### config.mk
export PLATFORM = sky130hd
export DESIGN_NAME = cycle_profiler_flat
export DESIGN_NICKNAME = d
export VERILOG_FILES = /design/src/rtl/cycle_profiler_if.sv /design/src/rtl/cycle_profiler.sv /design/src/flat_wrapper.sv
export SDC_FILE = /design/constraint.sdc
export NUM_CORES = 1
export LEC_CHECK = 0
export ABC_CLOCK_PERIOD_IN_PS = 8100
export CAP_MARGIN = 20
export CORE_ASPECT_RATIO = 1.25
export CORE_UTILIZATION = 55
export DETAILED_ROUTE_END_ITERATION = 8
export HOLD_SLACK_MARGIN = 0.03
export PLACE_DENSITY = 0.8
export SYNTH_ARGS = -nofsm -noshare
export SYNTH_HDL_FRONTEND = slang
export SYNTH_SLANG_ARGS = --single-unit
export TNS_END_PERCENT = 50
### constraint.sdc
create_clock -name clk -period 8.1 [get_ports clk]
set_input_delay 0.81 -clock clk [delete_from_list [all_inputs] [get_ports clk]]
set_output_delay 0.81 -clock clk [all_outputs]
set_load 0.005 [all_outputs]
### src/rtl/cycle_profiler_if.sv
// Control/result bundle of the cycle profiler: stimulus from the operation
// under test, RAM write port toward the shared data RAM, and status flags.
interface cycle_profiler_if #(
    parameter int CNT_W = 33
);
    logic             start;
    logic             op_done;
    logic [8:0]       write_address;
    logic [63:0]      write_data;
    logic             write_en;
    logic [CNT_W-1:0] last_count;
    logic             busy;
    logic             done;
    logic             overflow;

    modport master (
        output start, op_done,
        input  write_address, write_data, write_en, last_count, busy, done, overflow
    );
    modport slave (
        input  start, op_done,
        output write_address, write_data, write_en, last_count, busy, done, overflow
    );
endinterface

### src/rtl/cycle_profiler.sv
// Counts cycles from a start pulse to op_done and stores the count (or the
// worst case seen so far) in RAM word WR_ADDR for the constant-time delay loop.
module cycle_profiler #(
    parameter logic [8:0] WR_ADDR   = 9'd0,
    parameter int         CNT_W     = 33,
    parameter bit         TRACK_MAX = 1'b1
) (
    input logic            clk,
    input logic            rst,
    cycle_profiler_if.slave bus
);
    typedef enum logic [1:0] {IDLE, COUNT, WRITE, DONE} state_t;

    localparam logic [CNT_W-1:0] CNT_MAX = '1;

    state_t           state_q;
    logic [CNT_W-1:0] counter_q, max_q, last_q;
    logic [CNT_W-1:0] counter_d, peak_d;
    logic [63:0]      wdata_q;
    logic             wen_q, busy_q, done_q, ovf_q;
    logic             sat;

    // write_data is registered on the edge entering WRITE, so it is built
    // from the counter value that WRITE will hold.
    always_comb begin
        sat       = (counter_q == CNT_MAX);
        counter_d = sat ? counter_q : counter_q + 1'b1;
        peak_d    = (TRACK_MAX && (max_q > counter_d)) ? max_q : counter_d;
    end

    always_ff @(posedge clk or posedge rst) begin
        if (rst) begin
            state_q   <= IDLE;
            counter_q <= '0;
            max_q     <= '0;
            last_q    <= '0;
            wdata_q   <= '0;
            wen_q     <= 1'b0;
            busy_q    <= 1'b0;
            done_q    <= 1'b0;
            ovf_q     <= 1'b0;
        end else begin
            wen_q <= 1'b0;
            case (state_q)
                IDLE, DONE: begin
                    if (bus.start) begin
                        state_q   <= COUNT;
                        counter_q <= '0;
                        ovf_q     <= 1'b0;
                        busy_q    <= 1'b1;
                        done_q    <= 1'b0;
                    end
                end
                COUNT: begin
                    counter_q <= counter_d;
                    if (sat) ovf_q <= 1'b1;
                    if (bus.op_done) begin
                        state_q <= WRITE;
                        wen_q   <= 1'b1;
                        wdata_q <= 64'(peak_d);
                    end
                end
                WRITE: begin
                    last_q <= counter_q;
                    if (counter_q > max_q) max_q <= counter_q;
                    busy_q  <= 1'b0;
                    done_q  <= 1'b1;
                    state_q <= DONE;
                end
                default: state_q <= IDLE;
            endcase
        end
    end

    assign bus.write_address = WR_ADDR;
    assign bus.write_data    = wdata_q;
    assign bus.write_en      = wen_q;
    assign bus.last_count    = last_q;
    assign bus.busy          = busy_q;
    assign bus.done          = done_q;
    assign bus.overflow      = ovf_q;
endmodule

### src/flat_wrapper.sv
// flat-port wrapper written by rule: the top's interface ports become plain ports
module cycle_profiler_flat 
#(
    parameter logic [8:0] WR_ADDR   = 9'd0,
    parameter int         CNT_W     = 33,
    parameter bit         TRACK_MAX = 1'b1
)
  (clk, rst, bus_start, bus_op_done, bus_write_address, bus_write_data, bus_write_en, bus_last_count, bus_busy, bus_done, bus_overflow);
  cycle_profiler_if #(.CNT_W(CNT_W)) bus_i ();
  input logic clk;
  input logic rst;
  input wire logic [$bits(bus_i.start)-1:0] bus_start;
  input wire logic [$bits(bus_i.op_done)-1:0] bus_op_done;
  output wire logic [$bits(bus_i.write_address)-1:0] bus_write_address;
  output wire logic [$bits(bus_i.write_data)-1:0] bus_write_data;
  output wire logic [$bits(bus_i.write_en)-1:0] bus_write_en;
  output wire logic [$bits(bus_i.last_count)-1:0] bus_last_count;
  output wire logic [$bits(bus_i.busy)-1:0] bus_busy;
  output wire logic [$bits(bus_i.done)-1:0] bus_done;
  output wire logic [$bits(bus_i.overflow)-1:0] bus_overflow;
  assign bus_i.start = bus_start;
  assign bus_i.op_done = bus_op_done;
  assign bus_write_address = bus_i.write_address;
  assign bus_write_data = bus_i.write_data;
  assign bus_write_en = bus_i.write_en;
  assign bus_last_count = bus_i.last_count;
  assign bus_busy = bus_i.busy;
  assign bus_done = bus_i.done;
  assign bus_overflow = bus_i.overflow;
  cycle_profiler #(.WR_ADDR(WR_ADDR), .CNT_W(CNT_W), .TRACK_MAX(TRACK_MAX)) u_core (.clk(clk), .rst(rst), .bus(bus_i));
endmodule
==> metrics.yaml <==
routing:
  wl_per_cell_um: 19.14
  met1Wirelength_um: 8667
  top_layer: "met4"
  drtAntennaViolNets: 0
  wl_met2_um: 10120
  drtIter0Drc: 396
  drc_errors: 0
  drt_first_pass_iters: 7
  vias_per_cell: 6.145
  met3_length_um: 1371
  vias: 6655
  wirelength_um: 20730
power_and_ir_drop:
  p_leak_nw: 4.477
  p_per_area_mw_per_mm2: 304.6
  ir_worst_vdd_v: 0.0002407
  switchingPower_w: 0.001224
  clkPwrFrac_pct: 25.5
  p_sw_share_pct: 41.74
  combPwrFrac_pct: 45.7
  power_frac_seq_pct: 28.8
  power.total_w: 0.002932
  power.internal_w: 0.001708
cts:
  numCtsBuffers: 17
  cts_tree: "yes"
  insertion_delay_ps: 420
  clkSlewWorstSetupHoldPaths_ps: 60
  ctsLongestPathBuffers: 2
  ctsResizeCount: 0
  cts_setup_buffers: 0
  root_buffer: "clkbuf_16"
  hold_buffers: 0
  cts.sink_count: 138
  htree_levels: 4
cells_and_area:
  regArea_mm2: 0.003453
  nets: 961
  drive_gt1_share_pct: 13.21
  n_fill_cell: 1181
  design_area_mm2: 0.009627
  multiInputGateArea_mm2: 0.004368
  area_growth_pct: 14.90
  diodes: 0
place:
  hpwl_um: 14090
  port_buffers: 73
  gp_congestion: 0.9224
  dpl_cell_area_mm2: 0.009029
status:
  status: "completed"
logic_synthesis:
  synth_top_area_share_pct: 41.22
  synth_common_cells: "dfrtp_1 (138), o21ai_0 (84), ha_1 (69), mux2_2 (56), nand2_1 (51)"
  synth_edf_count: 0
  avgSynthCellArea_um2: 10.05
  ys_seq_area_share_pct: 41.22
  yosys.area.top_type: "dfrtp_1"
  synthTopCellsByArea: "dfrtp_1 (41%), ha_1 (10%), mux2_2 (7.5%), o21ai_0 (5.0%), buf_4 (3.7%)"
  netlist_area_mm2: 0.008378
  yosysMostFrequentCell: "dfrtp_1"
  synth_cell_types: 58
  async_flop_share_pct: 100.0
  synth-seq-cells: 138
  ys_warn_count: 0
  synthCells: 834
  synth_ff_type: "dfrtp_1"
die:
  start_util_pct: 56.03
  core-area_mm2: 0.01495
  io_pins: 114
  die_x_um: 112.4
  die_area_mm2: 0.01573
  rows: 50
  die_h_um: 140.0
grt:
  grt_pass1_vias: 6561
  grt_max_degree: 80
  antenna_found_initial: 0
  grt_pass1_wl_um: 34060
  gr-total-overflow: 0
  grt_use_total_pct: 27.58
run:
  cap_violations: 0
timing:
  max_slew_margin_pct: 35.04
  finalSetupViolations: 0
  hold_viol: 0
  slew_viol_final: 0
  setup-tns-final_ps: 0
  period_share_pct: 59.08
  tightest_slew_ps: 974.4
  period_needed_ps: 4785
  rsz0062_at_grt: "no"
  skew_ps: 9.789
  fmax_mhz: 209.0
worst_hold_path:
  hold_start: "u_core.bus.write_data[10]"
  holdPathStages: 2
  hold_path.class: "flip-flop to flip-flop"
worst_setup_path:
  reg2reg_depth: 14
  arrival_ps: 5140
  crit_type: "flip-flop to flip-flop"
  start_kind: "flip-flop"
  crit_required_ps: 8460
  worst_setup_path_end_kind: "flip-flop"
  r2r-start: "u_core.counter_q[5]"
  cp-startpoint: "u_core.counter_q[5]"
  critPathMaxFanout: 21
[registers in the layout (all words and copies together) (netlist names)]
name / flops
u_core.bus.write_en: 1
u_core.max_q: 33
u_core.bus.write_data: 33
u_core.bus.overflow: 1
u_core.bus.busy: 1
u_core.counter_q: 33
u_core.bus.last_count: 33
u_core.bus.done: 1
u_core.state_q: 2
[metal layers]
layer / GRT usage [%] / vias up
li1: - / 3060
met1: 34.81 / 3254
met2: 45.80 / 293
met3: 6.274 / 48
met4: 11.30 / 0
met5: 0 / -
[layout make-up]
type                       instances  area share, %
multi-input combinational        600          45.37
tap                              182          2.365
clock inverter                    13          1.248
timing repair buffer              84          8.656
sequential                       138          35.87
inverter                          47          1.885
clock buffer                      19          4.601
[power by group through the flow]
stage	combinational, W	clock [W]	sequential, W
after floorplan	0.000967	0	0.000838
after global placement	0.00131	0	0.000854
after detailed placement	0.00131	0	0.000856
after CTS	0.00132	0.000753	0.000844
after global routing	0.00144	0.000787	0.000856
final	0.00134	0.000748	0.000844
[cell usage in the layout, fill, tap and decap left out, types with 8 or more instances in the layout]
master / n
a21oi_1: 24
a22o_1: 30
a31oi_1: 36
and3_1: 8
buf_4: 10
clkbuf_16: 17
clkdlybuf4s50_1: 73
conb_1: 40
dfrtp_1: 138
ha_1: 68
inv_1: 46
mux2_2: 56
nand2_1: 50
nand3_1: 13
nand4_1: 22
nor2_1: 34
nor3_1: 9
o21ai_0: 84
xnor2_1: 18
xor2_1: 14
[critical path: stages, from the launching register on]
cell      delay [ps]
dfrtp_1          530
nand4_2          260
nor4b_1          720
o2111a_1         460
nand3_1          130
xor2_1           180
ha_1             320
nand4_1           90
nor2_1           190
nand4_1          160
or4_1            520
or2_1            450
buf_4            330
a31oi_1          230
a22o_1           150
[final timing paths]
| path | endpoint | slack (ps) |
|---|---|---|
| max in group asynchronous | u_core.counter_q[21] | 6300 |
| setup reg to reg | u_core.bus.write_data[3] | 3310 |
| setup / recovery | u_core.bus.write_data[3] | 3310 |
| hold reg to reg | u_core.bus.write_data[10] | 490 |
| min in group asynchronous | u_core.bus.last_count[7] | 820 |
| hold / removal | u_core.bus.write_data[10] | 490 |
[through the flow]
stage	worst slack [ps]	hold slack (ps)	utilization, %	std cells
after floorplan	3594	471.6	-	873
after global placement	3045	474.4	60.38	1049
after detailed placement	2902	484.9	60.38	1049
after CTS	2855	498.1	64.15	1081
after global routing	3038	520.4	64.38	1083
final	3315	492.8	64.38	1083
[logic make-up (layout without fill, tap and decap cells)]
kind of cell             after synthesis  count (layout)  share of synthesized area [%]
AO/OA/AOI/OAI                        216             216                          16.44
adder cells (fa/ha/maj)               69              69                          10.30
AND/OR/NAND/NOR                      175             175                          10.98
other                                  1              40                        0.04476
flip-flops                           138             138                          41.22
multiplexers                          68              68                          9.065
buffers and inverters                135             163                          8.602
XOR/XNOR                              32              32                          3.345
Note: power is estimated with default switching activity, not from simulation.
